==> src/rtl/lc3_pkg.sv <==
// Shared types and defaults for the LC-3 memory sequencer.
package lc3_pkg;

    typedef logic [15:0] word_t;

    typedef enum logic [1:0] {
        IDLE   = 2'd0,
        ACCESS = 2'd1,
        RESP   = 2'd2
    } mem_state_e;

    localparam int unsigned MEM_TIMEOUT_DEFAULT = 255;

endpackage

==> src/rtl/lc3_mem_ctrl_if.sv <==
// CPU request/response and memory bus bundle; slave = controller, master = CPU/memory side.
interface lc3_mem_ctrl_if #(
    parameter int unsigned ADDR_W = 16,
    parameter int unsigned DATA_W = 16
);
    logic              req_valid;
    logic              req_we;
    logic [ADDR_W-1:0] req_addr;
    logic [DATA_W-1:0] req_wdata;
    logic              req_ready;
    logic              resp_valid;
    logic [DATA_W-1:0] resp_rdata;
    logic              resp_mdr_we;
    logic              resp_err;
    logic              mem_en;
    logic              mem_we;
    logic [ADDR_W-1:0] mem_addr;
    logic [DATA_W-1:0] mem_wdata;
    logic [DATA_W-1:0] mem_rdata;
    logic              mem_r;

    modport slave (
        input  req_valid, req_we, req_addr, req_wdata, mem_rdata, mem_r,
        output req_ready, resp_valid, resp_rdata, resp_mdr_we, resp_err,
               mem_en, mem_we, mem_addr, mem_wdata
    );

    modport master (
        output req_valid, req_we, req_addr, req_wdata, mem_rdata, mem_r,
        input  req_ready, resp_valid, resp_rdata, resp_mdr_we, resp_err,
               mem_en, mem_we, mem_addr, mem_wdata
    );
endinterface

==> src/rtl/lc3_wait_counter.sv <==
// 8-bit saturating ACCESS-cycle counter; expired flags the LIMIT-th counted cycle.
module lc3_wait_counter #(
    parameter int unsigned LIMIT = 255
) (
    input  logic       clk,
    input  logic       rst,
    input  logic       clear,
    input  logic       inc,
    output logic [7:0] count,
    output logic       expired
);
    always_ff @(posedge clk) begin
        if (rst || clear) begin
            count <= 8'd0;
        end else if (inc && (count != 8'hFF)) begin
            count <= count + 8'd1;
        end
    end

    // count holds the cycles already spent, so the LIMIT-th cycle sees LIMIT-1
    assign expired = (count >= 8'(LIMIT - 1));
endmodule

==> src/rtl/lc3_mem_ctrl.sv <==
// LC-3 memory-access sequencer between MAR/MDR and a ready-handshaked memory bus.
// Optional abort on a stalled access: define LC3_MEM_TIMEOUT_EN.
module lc3_mem_ctrl
    import lc3_pkg::*;
#(
    parameter int unsigned ADDR_W         = 16,
    parameter int unsigned DATA_W         = 16,
    parameter int unsigned TIMEOUT_CYCLES = MEM_TIMEOUT_DEFAULT
) (
    input  logic            clk,
    input  logic            rst,
    lc3_mem_ctrl_if.slave   bus
);
    localparam logic [1:0] ST_IDLE   = 2'(IDLE);
    localparam logic [1:0] ST_ACCESS = 2'(ACCESS);
    localparam logic [1:0] ST_RESP   = 2'(RESP);

    logic [1:0]        state_q, state_d;
    logic              accept_c, done_c, timeout_c;
    logic              we_q;
    logic              req_ready_q, resp_valid_q, resp_mdr_we_q, resp_err_q;
    logic              mem_en_q, mem_we_q;
    logic [ADDR_W-1:0] mem_addr_q;
    logic [DATA_W-1:0] mem_wdata_q, resp_rdata_q;
`ifdef LC3_MEM_TIMEOUT_EN
    logic              cnt_expired;
`endif

    lc3_wait_counter #(.LIMIT(TIMEOUT_CYCLES)) u_wait_cnt (
        .clk     (clk),
        .rst     (rst),
        .clear   (state_q == ST_IDLE),
        .inc     (state_q == ST_ACCESS),
        .count   (),
`ifdef LC3_MEM_TIMEOUT_EN
        .expired (cnt_expired)
`else
        .expired ()
`endif
    );

    // Next-state decode; a ready seen on the expiry cycle still completes normally
    always_comb begin
        state_d   = state_q;
        accept_c  = 1'b0;
        done_c    = 1'b0;
        timeout_c = 1'b0;
        case (state_q)
            ST_IDLE: begin
                if (bus.req_valid) begin
                    accept_c = 1'b1;
                    state_d  = ST_ACCESS;
                end
            end
            ST_ACCESS: begin
                if (bus.mem_r) begin
                    done_c  = 1'b1;
                    state_d = ST_RESP;
                end
`ifdef LC3_MEM_TIMEOUT_EN
                else if (cnt_expired) begin
                    timeout_c = 1'b1;
                    state_d   = ST_RESP;
                end
`endif
            end
            ST_RESP:  state_d = ST_IDLE;
            default:  state_d = ST_IDLE;
        endcase
    end

    // Outputs are registered from the next-state decode so they line up with state_q
    always_ff @(posedge clk) begin
        if (rst) begin
            state_q       <= ST_IDLE;
            we_q          <= 1'b0;
            req_ready_q   <= 1'b1;
            resp_valid_q  <= 1'b0;
            resp_mdr_we_q <= 1'b0;
            resp_err_q    <= 1'b0;
            mem_en_q      <= 1'b0;
            mem_we_q      <= 1'b0;
            mem_addr_q    <= '0;
            mem_wdata_q   <= '0;
            resp_rdata_q  <= '0;
        end else begin
            state_q       <= state_d;
            req_ready_q   <= (state_d == ST_IDLE);
            resp_valid_q  <= (state_d == ST_RESP);
            resp_mdr_we_q <= done_c & ~we_q;
            resp_err_q    <= timeout_c;
            mem_en_q      <= (state_d == ST_ACCESS);
            mem_we_q      <= (state_d == ST_ACCESS) & (accept_c ? bus.req_we : we_q);
            if (accept_c) begin
                we_q        <= bus.req_we;
                mem_addr_q  <= bus.req_addr;
                mem_wdata_q <= bus.req_wdata;
            end
            if (done_c && !we_q) begin
                resp_rdata_q <= bus.mem_rdata;
            end
        end
    end

    assign bus.req_ready   = req_ready_q;
    assign bus.resp_valid  = resp_valid_q;
    assign bus.resp_rdata  = resp_rdata_q;
    assign bus.resp_mdr_we = resp_mdr_we_q;
    assign bus.resp_err    = resp_err_q;
    assign bus.mem_en      = mem_en_q;
    assign bus.mem_we      = mem_we_q;
    assign bus.mem_addr    = mem_addr_q;
    assign bus.mem_wdata   = mem_wdata_q;
endmodule

==> src/flat_wrapper.sv <==
// flat-port wrapper written by rule: the top's interface ports become plain ports
module lc3_mem_ctrl_flat import lc3_pkg::*;
#(
    parameter int unsigned ADDR_W         = 16,
    parameter int unsigned DATA_W         = 16,
    parameter int unsigned TIMEOUT_CYCLES = MEM_TIMEOUT_DEFAULT
)
  (clk, rst, bus_req_valid, bus_req_we, bus_req_addr, bus_req_wdata, bus_mem_rdata, bus_mem_r, bus_req_ready, bus_resp_valid, bus_resp_rdata, bus_resp_mdr_we, bus_resp_err, bus_mem_en, bus_mem_we, bus_mem_addr, bus_mem_wdata);
  lc3_mem_ctrl_if #(.ADDR_W(ADDR_W), .DATA_W(DATA_W)) bus_i ();
  input  logic clk;
  input  logic rst;
  input wire logic [$bits(bus_i.req_valid)-1:0] bus_req_valid;
  input wire logic [$bits(bus_i.req_we)-1:0] bus_req_we;
  input wire logic [$bits(bus_i.req_addr)-1:0] bus_req_addr;
  input wire logic [$bits(bus_i.req_wdata)-1:0] bus_req_wdata;
  input wire logic [$bits(bus_i.mem_rdata)-1:0] bus_mem_rdata;
  input wire logic [$bits(bus_i.mem_r)-1:0] bus_mem_r;
  output wire logic [$bits(bus_i.req_ready)-1:0] bus_req_ready;
  output wire logic [$bits(bus_i.resp_valid)-1:0] bus_resp_valid;
  output wire logic [$bits(bus_i.resp_rdata)-1:0] bus_resp_rdata;
  output wire logic [$bits(bus_i.resp_mdr_we)-1:0] bus_resp_mdr_we;
  output wire logic [$bits(bus_i.resp_err)-1:0] bus_resp_err;
  output wire logic [$bits(bus_i.mem_en)-1:0] bus_mem_en;
  output wire logic [$bits(bus_i.mem_we)-1:0] bus_mem_we;
  output wire logic [$bits(bus_i.mem_addr)-1:0] bus_mem_addr;
  output wire logic [$bits(bus_i.mem_wdata)-1:0] bus_mem_wdata;
  assign bus_i.req_valid = bus_req_valid;
  assign bus_i.req_we = bus_req_we;
  assign bus_i.req_addr = bus_req_addr;
  assign bus_i.req_wdata = bus_req_wdata;
  assign bus_i.mem_rdata = bus_mem_rdata;
  assign bus_i.mem_r = bus_mem_r;
  assign bus_req_ready = bus_i.req_ready;
  assign bus_resp_valid = bus_i.resp_valid;
  assign bus_resp_rdata = bus_i.resp_rdata;
  assign bus_resp_mdr_we = bus_i.resp_mdr_we;
  assign bus_resp_err = bus_i.resp_err;
  assign bus_mem_en = bus_i.mem_en;
  assign bus_mem_we = bus_i.mem_we;
  assign bus_mem_addr = bus_i.mem_addr;
  assign bus_mem_wdata = bus_i.mem_wdata;
  lc3_mem_ctrl #(.ADDR_W(ADDR_W), .DATA_W(DATA_W), .TIMEOUT_CYCLES(TIMEOUT_CYCLES)) u_core (.clk(clk), .rst(rst), .bus(bus_i));
endmodule
==> config.mk <==
export PLATFORM = sky130hd
export DESIGN_NAME = lc3_mem_ctrl_flat
export DESIGN_NICKNAME = d
export VERILOG_FILES = /design/src/rtl/lc3_pkg.sv /design/src/rtl/lc3_mem_ctrl_if.sv /design/src/rtl/lc3_wait_counter.sv /design/src/rtl/lc3_mem_ctrl.sv /design/src/flat_wrapper.sv
export SDC_FILE = /design/constraint.sdc
export NUM_CORES = 1
export LEC_CHECK = 0
export BUFFER_PORTS_ARGS = -buffer_cell sky130_fd_sc_hd__buf_2
export CORE_UTILIZATION = 44
export CTS_CLUSTER_SIZE = 30
export DETAILED_ROUTE_END_ITERATION = 10
export GPL_TIMING_DRIVEN = 1
export PLACE_DENSITY = 0.81
export SETUP_SLACK_MARGIN = 0.05
export SLEW_MARGIN = 20
export SYNTH_ARGS = -nofsm -noshare
export SYNTH_HDL_FRONTEND = slang
export SYNTH_SLANG_ARGS = --single-unit
export TNS_END_PERCENT = 1
==> constraint.sdc <==
create_clock -name clk -period 1.8 [get_ports clk]
set_input_delay 0.18 -clock clk [delete_from_list [all_inputs] [get_ports clk]]
set_output_delay 0.18 -clock clk [all_outputs]
set_load 0.005 [all_outputs]
==> flow_summary.json <==
{
  "cts_resized": 0,
  "first_global_vias": 1650,
  "ir_drop_uv": 531,
  "postCtsHoldBufs": 0,
  "cts_buffers": 5,
  "final-hold-violation-count": 0,
  "netlist_area_um2": 2020,
  "min-delay-start": "bus_mem_rdata[0]",
  "clockBufferDepth": 2,
  "p_leak_nw": 1.23,
  "finalClockSkew_ps": 8.42,
  "initial_core_util_pct": 46.0,
  "arrival_ps": 1600,
  "fin_cells": 387,
  "post-route-period-util_pct": 76.6,
  "ys_ff_latch": 56,
  "die_h_um": 69.7,
  "clock_sinks": 56,
  "outcome": "finished clean",
  "io_pins": 107,
  "fin_crit_ps": 1380,
  "r2r-start": "u_core.state_q[1]",
  "p_per_area_nw_per_um2": 892,
  "rrSetupSlack_ps": 420,
  "io_buffers": 105,
  "p_switching_mw": 0.578,
  "yosys_warnings": 0,
  "end_kind": "register",
  "cts_tree": "built",
  "antenna_found_initial": 0,
  "ys_seq_area_share_pct": 55.6,
  "dp.cells": 379,
  "final_util_pct": 59.9,
  "p_seq_share_pct": 57.4,
  "p_int_mw": 1.76,
  "syn_to_final_growth_pct": 30.1,
  "power.total_mw": 2.34,
  "htreeDepth": 2,
  "p_comb_share_pct": 13.3,
  "ant_nets": 0,
  "drive_gt1_share_pct": 40.0,
  "reg2reg_depth": 4,
  "grt_pass1_wl_um": 6840,
  "grt-ovfl-total": 0,
  "synth_cell_types": 20,
  "required_ps": 2020,
  "die_area_um2": 4860,
  "gp_congestion": 0.732,
  "drt-pass1-iter-count": 4,
  "fin_nets": 387,
  "timing.hold.worst_endpoint": "u_core.bus.resp_rdata[0]",
  "detailed_place_hpwl_um": 3010,
  "criticalPathCategory": "reg2reg",
  "r2r-end": "u_core.bus.mem_wdata[0]",
  "min_path_cells": 3,
  "rows": 24,
  "clockPowerShare_pct": 29.3,
  "clock.fmax_ghz": 0.726,
  "p_sw_share_pct": 24.7,
  "wl_per_cell_um": 10.9,
  "holdCritPathClass": "in2reg",
  "wirelength_um": 4230,
  "rsz0062_at_grt": "no",
  "worstSkewPairLatency_ps": 300,
  "path_max_fanout": 32,
  "drc_errors": 0,
  "via_per_inst": 4.67,
  "drtIter0Drc": 58,
  "post_cts_buffers": 0,
  "setup_viol": 0,
  "worst_setup_path_start_kind": "register",
  "drv_cap": 0,
  "synth_nets": 289,
  "syn_area_per_cell_um2": 8.55,
  "core-area_um2": 4380,
  "die_width_um": 69.7,
  "maxSlewViolCount": 0,
  "dr_total_vias": 1809,
  "tns_ps": 0,
  "grt_max_degree": 33,
  "num_antenna_cells": 0,
  "cts_root_buf": "clkbuf_8",
  "clk_pin_slew_ps": 100,
  "syn_inst": 236,
  "grt_usage_pct": 17.5
}
how the worst max path moves through the flow:
| stage | from | end | slack, ps | depth (start not counted) |
|---|---|---|---|---|
| floorplan | u_core.state_q[1] | u_core.bus.mem_addr[0] | 520 | 6 |
| global placement | u_core.state_q[1] | u_core.bus.mem_wdata[12] | 480 | 4 |
| detailed placement | u_core.state_q[1] | u_core.bus.mem_wdata[0] | 430 | 4 |
| CTS | u_core.state_q[1] | u_core.bus.mem_wdata[0] | 400 | 4 |
| global route | u_core.state_q[1] | u_core.bus.mem_wdata[10] | 300 | 4 |
| finish | u_core.state_q[1] | u_core.bus.mem_wdata[0] | 420 | 4 |
state kept, by name (all words and copies together) (netlist names):
register                count
u_core.bus.mem_addr        16
u_core.state_q              2
u_core.bus.req_ready        1
u_core.we_q                 1
u_core.bus.mem_we           1
u_core.bus.mem_en           1
u_core.bus.resp_valid       1
u_core.bus.mem_wdata       16
u_core.bus.resp_rdata      16
u_core.bus.resp_mdr_we      1
stage by stage:
stage	hold slack, ps	area [um2]	setup slack [ps]
after floorplan	296	2020	518
after global placement	420	2530	484
after detailed placement	425	2530	431
after CTS	87.5	2630	401
after global routing	85.1	2630	298
final	98.2	2630	422
power groups by stage:
stage	Clock, mW	Sequential [mW]	Combinational (mW)
6_report	0.686	1.35	0.311
3_5_place_dp	0	1.37	0.317
4_1_cts	0.715	1.35	0.318
3_3_place_gp	0	1.37	0.310
5_1_grt	0.758	1.35	0.353
2_1_floorplan	0	1.38	0.175
layout make-up:
cell class,count,area (um2)
flip-flops and latches,56,1120
fillers,422,1760
well taps,52,65.1
multi-input cells,161,771
clock buffers,6,82.6
clock inverters,2,10.0
repair buffers,110,576
kinds of logic after synthesis:
group,share of synthesized area [%]
and+or+nand+nor,23.0
DFF,55.6
AOI/OAI and AO/OA,14.3
buffers and inverters,6.51
muxes,0.496
other,0.186
worst max-delay path, stage by stage (launching register included):
cell	delay (ps)
dfxtp_1	570
or3b_1	170
buf_4	290
nand2_1	90
a21oi_1	160
placed cells by master, fill, tap and decap left out, types with 4 or more instances in the layout:
| cell type | Yosys | layout |
|---|---|---|
| a21oi_2 | 10 | 10 |
| buf_2 | 5 | 105 |
| nor3_1 | 4 | 4 |
| dfxtp_1 | 56 | 56 |
| a21oi_1 | 38 | 38 |
| nand2_1 | 93 | 93 |
| nand2_2 | 4 | 4 |
| buf_4 | 2 | 4 |
| clkbuf_8 | 0 | 6 |
cell usage after synthesis, drive strengths merged:
master / instances / area (um2)
nor3b: 1 / 18.8
nor4: 2 / 12.5
nor3: 4 / 20.0
or3b: 1 / 8.76
o21ai: 2 / 10.0
buf: 12 / 105
nand2: 97 / 374
clkbuf: 7 / 26.3
conb: 1 / 3.75
nand4bb: 1 / 11.3
dfxtp: 56 / 1120
a21oi: 48 / 278
mux2i: 1 / 10.0
nor2: 2 / 7.51
nor4bb: 1 / 10.0
layer usage:
metal / part of all wire, % / vias up / global-route usage, % / wire length [um]
met3: 7.7 / 4 / 6.83 / 325
li1: - / 951 / - / -
met2: 48 / 66 / 29.6 / 2010
met1: 44 / 788 / 20.1 / 1860
met5: 0 / - / 0 / 0
met4: 0.90 / 0 / 6.00 / 38
(Power assumes the default switching activity.)
